===== config.mk =====
export PLATFORM = sky130hd
export DESIGN_NAME = piso_serializer
export DESIGN_NICKNAME = d
export VERILOG_FILES = /design/src/rtl/piso_serializer.sv
export SDC_FILE = /design/constraint.sdc
export NUM_CORES = 1
export LEC_CHECK = 0
export ABC_AREA = 1
export CAP_MARGIN = 10
export CORE_MARGIN = 2
export CORE_UTILIZATION = 45
export DETAILED_ROUTE_END_ITERATION = 10
export DONT_BUFFER_PORTS = 1
export HOLD_SLACK_MARGIN = 0.15
export PLACE_DENSITY = 0.66
export REMOVE_ABC_BUFFERS = 1
export SETUP_SLACK_MARGIN = 0.05
export SYNTH_ARGS = -nofsm -noshare
export SYNTH_HDL_FRONTEND = slang
export SYNTH_SLANG_ARGS = --single-unit

===== constraint.sdc =====
create_clock -name clk -period 1 [get_ports clk]
set_clock_uncertainty 0.05 [all_clocks]
set_input_delay 0 -clock clk [delete_from_list [all_inputs] [get_ports clk]]
set_output_delay 0 -clock clk [all_outputs]
set_load 0.005 [all_outputs]

===== src/rtl/piso_serializer.sv =====
// -----------------------------------------------------------------------------
// piso_serializer
//   Parallel-in, serial-out transmitter. A word accepted on the load
//   valid/ready interface is shifted out one bit per accepted beat on the
//   serial valid/ready interface. The frame is N beats, ending with ser_last.
//
//   Optional feature (macro PISO_PARITY_EN): an even-parity bit of the loaded
//   word is sent as one extra beat after the data. The frame then becomes
//   N+1 beats, and ser_last marks only the parity beat.
//
// Parameters:
//   N          data word width in bits (>= 2)
//   LSB_FIRST  1 = bit 0 is sent first, 0 = bit N-1 is sent first
//
// Ports:
//   clk         clock, rising edge
//   reset       asynchronous active-high reset
//   load_data   parallel word to transmit
//   load_valid  load_data is valid
//   load_ready  block can accept a word (IDLE)
//   ser_out     current serial bit (0 when ser_valid is low)
//   ser_valid   ser_out is valid (SHIFT)
//   ser_last    current beat is the final beat of the frame
//   ser_ready   receiver accepts the current beat
//   busy        a frame is in progress
// -----------------------------------------------------------------------------
module piso_serializer #(
    parameter int N         = 8,
    parameter bit LSB_FIRST = 1'b1
) (
    input  logic         clk,
    input  logic         reset,
    input  logic [N-1:0] load_data,
    input  logic         load_valid,
    output logic         load_ready,
    output logic         ser_out,
    output logic         ser_valid,
    output logic         ser_last,
    input  logic         ser_ready,
    output logic         busy
);

    localparam int CW = $clog2(N + 1);

`ifdef PISO_PARITY_EN
    localparam int BEATS = N + 1;
`else
    localparam int BEATS = N;
`endif

    localparam logic [CW-1:0] LAST_BEAT = CW'(BEATS - 1);

    typedef enum logic {
        IDLE  = 1'b0,
        SHIFT = 1'b1
    } state_t;

    state_t         state;
    state_t         state_next;
    logic [N-1:0]   shift_reg;
    logic [N-1:0]   shift_next;
    logic [CW-1:0]  count;
    logic [CW-1:0]  count_next;
    logic           data_bit;
    logic [N-1:0]   shifted;

`ifdef PISO_PARITY_EN
    logic           parity_reg;
    logic           parity_next;
`endif

    // The output end of the shift register depends on the bit order; the
    // register always moves toward that end and fills with zeros.
    assign data_bit = LSB_FIRST ? shift_reg[0] : shift_reg[N-1];
    assign shifted  = LSB_FIRST ? {1'b0, shift_reg[N-1:1]}
                                : {shift_reg[N-2:0], 1'b0};

    always_ff @(posedge clk or posedge reset) begin
        if (reset) begin
            state      <= IDLE;
            shift_reg  <= '0;
            count      <= '0;
`ifdef PISO_PARITY_EN
            parity_reg <= 1'b0;
`endif
        end else begin
            state      <= state_next;
            shift_reg  <= shift_next;
            count      <= count_next;
`ifdef PISO_PARITY_EN
            parity_reg <= parity_next;
`endif
        end
    end

    // Outputs are purely state-based, so a stalled beat (ser_ready low)
    // presents the same bit, last flag and valid until it is accepted.
    always_comb begin
        state_next  = state;
        shift_next  = shift_reg;
        count_next  = count;
`ifdef PISO_PARITY_EN
        parity_next = parity_reg;
`endif
        load_ready  = 1'b0;
        ser_valid   = 1'b0;
        ser_last    = 1'b0;
        ser_out     = 1'b0;
        busy        = 1'b0;

        case (state)
            IDLE: begin
                load_ready = 1'b1;
                if (load_valid) begin
                    shift_next  = load_data;
                    count_next  = '0;
`ifdef PISO_PARITY_EN
                    parity_next = ^load_data;
`endif
                    state_next  = SHIFT;
                end
            end

            SHIFT: begin
                busy      = 1'b1;
                ser_valid = 1'b1;
                ser_last  = (count == LAST_BEAT);
`ifdef PISO_PARITY_EN
                // Beat index N is the trailing parity beat.
                ser_out   = (count == CW'(N)) ? parity_reg : data_bit;
`else
                ser_out   = data_bit;
`endif
                if (ser_ready) begin
                    shift_next = shifted;
                    count_next = count + 1'b1;
                    if (count == LAST_BEAT) begin
                        state_next = IDLE;
                    end
                end
            end

            default: begin
                state_next = IDLE;
            end
        endcase
    end

endmodule


# Word level (Yosys, flattened, before mapping)
# Cells that the tools add are included.
[totals] word_cells=23 regBits=13 input_bits=12
[op_classes] n_addsub=1 reduce_logical=1 eq_ne=3 mux=14 bitwise_logic=1
[ops] op="$mux W8" count=2
[ops] op="$pmux W8 S2" count=1
[ops] op="$mux W4" count=2
[ops] op="$pmux W4 S2" count=1
[ops] op="$mux W1" count=7
[ops] op="$add A4 B1 Y4 const B" count=1
[ops] op="$eq A4 B3 Y1 const B" count=1
[ops] op="$ne A2 B2 Y1 const B" count=2
[ops] op="$pmux W1 S2" count=1
[ops] op="$reduce_and A2 Y1" count=1
[ops] op="$not A1 Y1" count=1

# Longest topological paths before layout
[logic_depth] ltp_word=4 mapped_depth=6 ltp_nobuf=5

# Least setup slack after synthesis
# OpenSTA, ideal clock, no wires.
[synth_timing] path_kind="register -> register" from="reg state" to="reg count[2]" setup_time_ns=0.129 period_less_slack_ns=1.014 path_buffers=1 path_slack_ns=-0.014 t_arrival_ns=0.835 required_ns=0.821 stages_incl_launch_ff=6 path_cell_list="dfrtp_1 > inv_1 > nand2_1 > buf_2 > nand3_1 > o21ai_0"
[synth_via] elab_chain_len=3 word_cells_on_any_way=5 classes_between="eq/ne: 2; mux: 1; bitwise: 1; reduce/logical: 1"
[synth_lines] item="start, declared" line="58" text="state_t state;"
[synth_lines] item="start signal, assigned" line="87" text="state <= state_next;"
[synth_lines] item="$not A1 Y1"
[synth_lines] item="$ne A2 B2 Y1 (no source line)"
[synth_lines] item="$reduce_and A2 Y1 (no source line)"
[synth_lines] item="end signal, assigned" line="89" text="count <= count_next;"
[synth_lines] item="end, declared" line="62" text="logic [CW-1:0] count;"
# Several ways; a longest one is shown, not always the timed one.
# A chain may end at the register's enable or synchronous reset.

# Worst setup path in the final report
# Same ends and word-level chain as after synthesis.

==> impl_metrics.csv <==
group,metric,value,unit
run_status,outcome,"finished with violations",
run_status,violations,"setup timing",
yosys,synth_edf_count,0,
floorplanning,die_h,42.4,µm
timing,slew_violations,0,
grt,track_usage,24.1,%
yosys,synthTopCellsByCount,"nand2_1 (41), nand3_1 (14), dfrtp_1 (13)",
timing,rsz0062_at_grt,"yes",
finish,largest_reg_flops,8,
timing,maxSlewHeadroom,64.8,%
finish,finalNonFillerCells,129,
finish,final_cell_area,1040,µm²
place,dp_cells,112,
floorplanning,num_rows,13,
place,io_buffers,0,
grt,grt_pass1_wl,3180,µm
grt,grt_max_degree,14,
pwr,netSwitchingFraction,38.8,%
finish,ff_latch_area,327,µm²
worst_setup_path,cpLargestDelayFamily,"flip-flops",
pwr,power,2120,µW
clock_network,htree_levels,1,
clock_network,cts-root-buf,"clkbuf_4",
timing,hold_violations,0,
timing,tightest_slew,0.528,ns
worst_setup_path,end_kind,"register",
clock_network,clk_pin_slew_worst_paths,0.08,ns
place,hpwl,1060,µm
finish,layout-drive-gt1-share,39.5,%
pwr,vdd_ir_drop_max,1.11,mV
yosys,yosys_warnings,0,
yosys,ys_seq_area_share,49.0,%
routing,wire_per_inst,16.1,µm
worst_setup_path,worstPathArrival,1.23,ns
routing,ant_nets,0,
flow_run,maxCapViolCount,0,
worst_setup_path,crit_required,1.12,ns
worst_setup_path,max_stage_delay,0.48,ns
yosys,synth.top_cell.area_share,49.0,%
clock_network,clock_latency,0.27,ns
yosys,syn_inst,91,
floorplanning,dieArea,1800,µm²
finish,fillers,90,
grt,grt_pass1_vias,706,
finish,layout.nets,128,
yosys,post-synth-top-count-cell,"nand2_1",
yosys,synthTopCellsByArea,"dfrtp_1 (49%), nand2_1 (23%), nand3_1 (11%)",
floorplanning,die_w,42.4,µm
yosys,avgSynthCellArea,7.30,µm²
pwr,power_frac_seq,41.0,%
clock_network,cts_sinks,13,
yosys,synth.largest_area_cell,"dfrtp_1",
floorplanning,io_pins,17,
routing,wl,2070,µm
finish,multiInputGateArea,417,µm²
yosys,synthFlopType,"dfrtp_1",
finish,area_delta_synth_final,56.7,%
yosys,ys_seq_elements,13,
pwr,intPower,1300,µW
yosys,synth_cell_types,12,
timing,fmax,900,MHz
grt,antenna_found_initial,0,
routing,vias,693,
hold_path,hold_class,"primary input to async pin",
routing,dr.pass1.iters,4,
floorplanning,coreArea,1330,µm²
routing,drc_errors,0,
place,placed_area,738,µm²
grt,overflow,0,
pwr,powerDensity,2030,nW/µm²
worst_setup_path,path_cells,"inv_4 > nand2_4 > buf_6 > nand3_1 > o21ai_1",
clock_network,cts_buffers,3,
timing,post-route-period-util,111,%
place,routabilityCongestion,0.803,
timing,period_minus_slack,1.11,ns
worst_setup_path,critPathMaxFanout,5,
clock_network,cts_buffer_depth,2,
pwr,pwr-share-comb,43.5,%
pwr,netSwitchingPower,822,µW
clock_network,cts_tree,"done",
worst_setup_path,cp-start-kind,"register",
worst_setup_path,path_class,"register to register",
routing,drt_iter0_drc,15,
yosys,synth_area,664,µm²
floorplanning,initial_utilization,49.8,%
pwr,pwr-share-clk,15.5,%
routing,avgViaCountPerCell,5.37,
finish,n_antenna_cell,0,
timing,whs,0.153,ns
worst_setup_path,slowest_stage,"dfrtp_2",
worst_setup_path,crit_buf_inv,2,
yosys,synth-async-reset-ratio,100,%
timing,setup_violations,16,
timing,worst_slack,-0.111,ns
pwr,leakagePower,0.000525,µW
[per-layer routing]
metal,track usage (%),part of all wire (%),up-vias
li1,-,-,331
met4,7.50,1.4,0
met5,0,0,-
met1,28.6,41,331
met3,2.59,4.8,6
met2,44.6,53,25
[timing repair]
item                                    in CTS  in global routing
hold buffers                                11                  0
pin swaps                                   15                  7
endpoints found under the hold margin       26                  0
resized for setup                           37                  7
setup buffers                                2                  0
cloned                                       1                  0
endpoints found under the setup margin      16                 18
[cells in the final DEF, fill, tap and decap left out, types with 3 or more instances in the layout]
master	synthesis	layout
clkbuf_4	0	3
nand3_1	14	4
buf_4	1	4
dfrtp_1	13	12
nand2_1	41	30
buf_6	0	8
nor2_1	7	5
nand2_2	0	7
dlygate4sd3_1	0	11
nand3_2	0	10
nand2_4	0	4
[layout make-up]
cell class / count / area share, %
clock buffers: 4 / 2.52
inverters: 4 / 1.68
multi-input cells: 69 / 40.0
flip-flops and latches: 13 / 31.4
well taps: 15 / 1.80
repair buffers: 24 / 22.6
[path summary, 6_finish.rpt]
| kind | from | endpoint | slack [ns] | depth (start not counted) |
|---|---|---|---|---|
| max reg2reg | state | count[2] | -0.11 | 5 |
| min in group clk | load_data[7] | shift_reg[7] | 0.36 | 3 |
| min | reset | shift_reg[0] | 0.15 | 2 |
| max | state | count[2] | -0.11 | 5 |
| max in group asynchronous | reset | state | 0.37 | 2 |
| min reg2reg | shift_reg[7] | shift_reg[7] | 0.47 | 2 |
[cells by family (layout without fill, tap and decap cells)]
group,count (synthesis),count (layout),share of synthesized area (%)
xor gates and xnor gates,1,1,1.32
DFF,13,13,49.0
buffers and inverters,9,32,6.40
AOI/OAI and AO/OA,4,4,3.01
adders and majority gates,1,1,1.88
and+or+nand+nor,63,63,38.4
[stage by stage]
stage                     util, %  setup slack, ns  setup TNS, ns
final                        78.0           -0.111          -1.11
after CTS                    76.2           -0.102         -0.663
after detailed placement     55.3          -0.0900         -0.784
after global placement       55.3          -0.0765         -0.494
after global routing         78.0           -0.148          -1.60
after floorplan                 -           -0.534          -5.79
[power groups by stage]
stage,registers [µW],clock network (µW),logic (µW)
after floorplan,828,0,409
after detailed placement,831,0,641
after global routing,893,357,1020
after CTS,855,335,850
final,868,329,920
after global placement,826,0,628
[worst register-to-register path, stage by stage (launching register included)]
cell and delay, ns:
dfrtp_2 0.48, inv_4 0.11, nand2_4 0.08, buf_6 0.16
nand3_1 0.07, o21ai_1 0.06
Power figures use the tool's default switching activity.
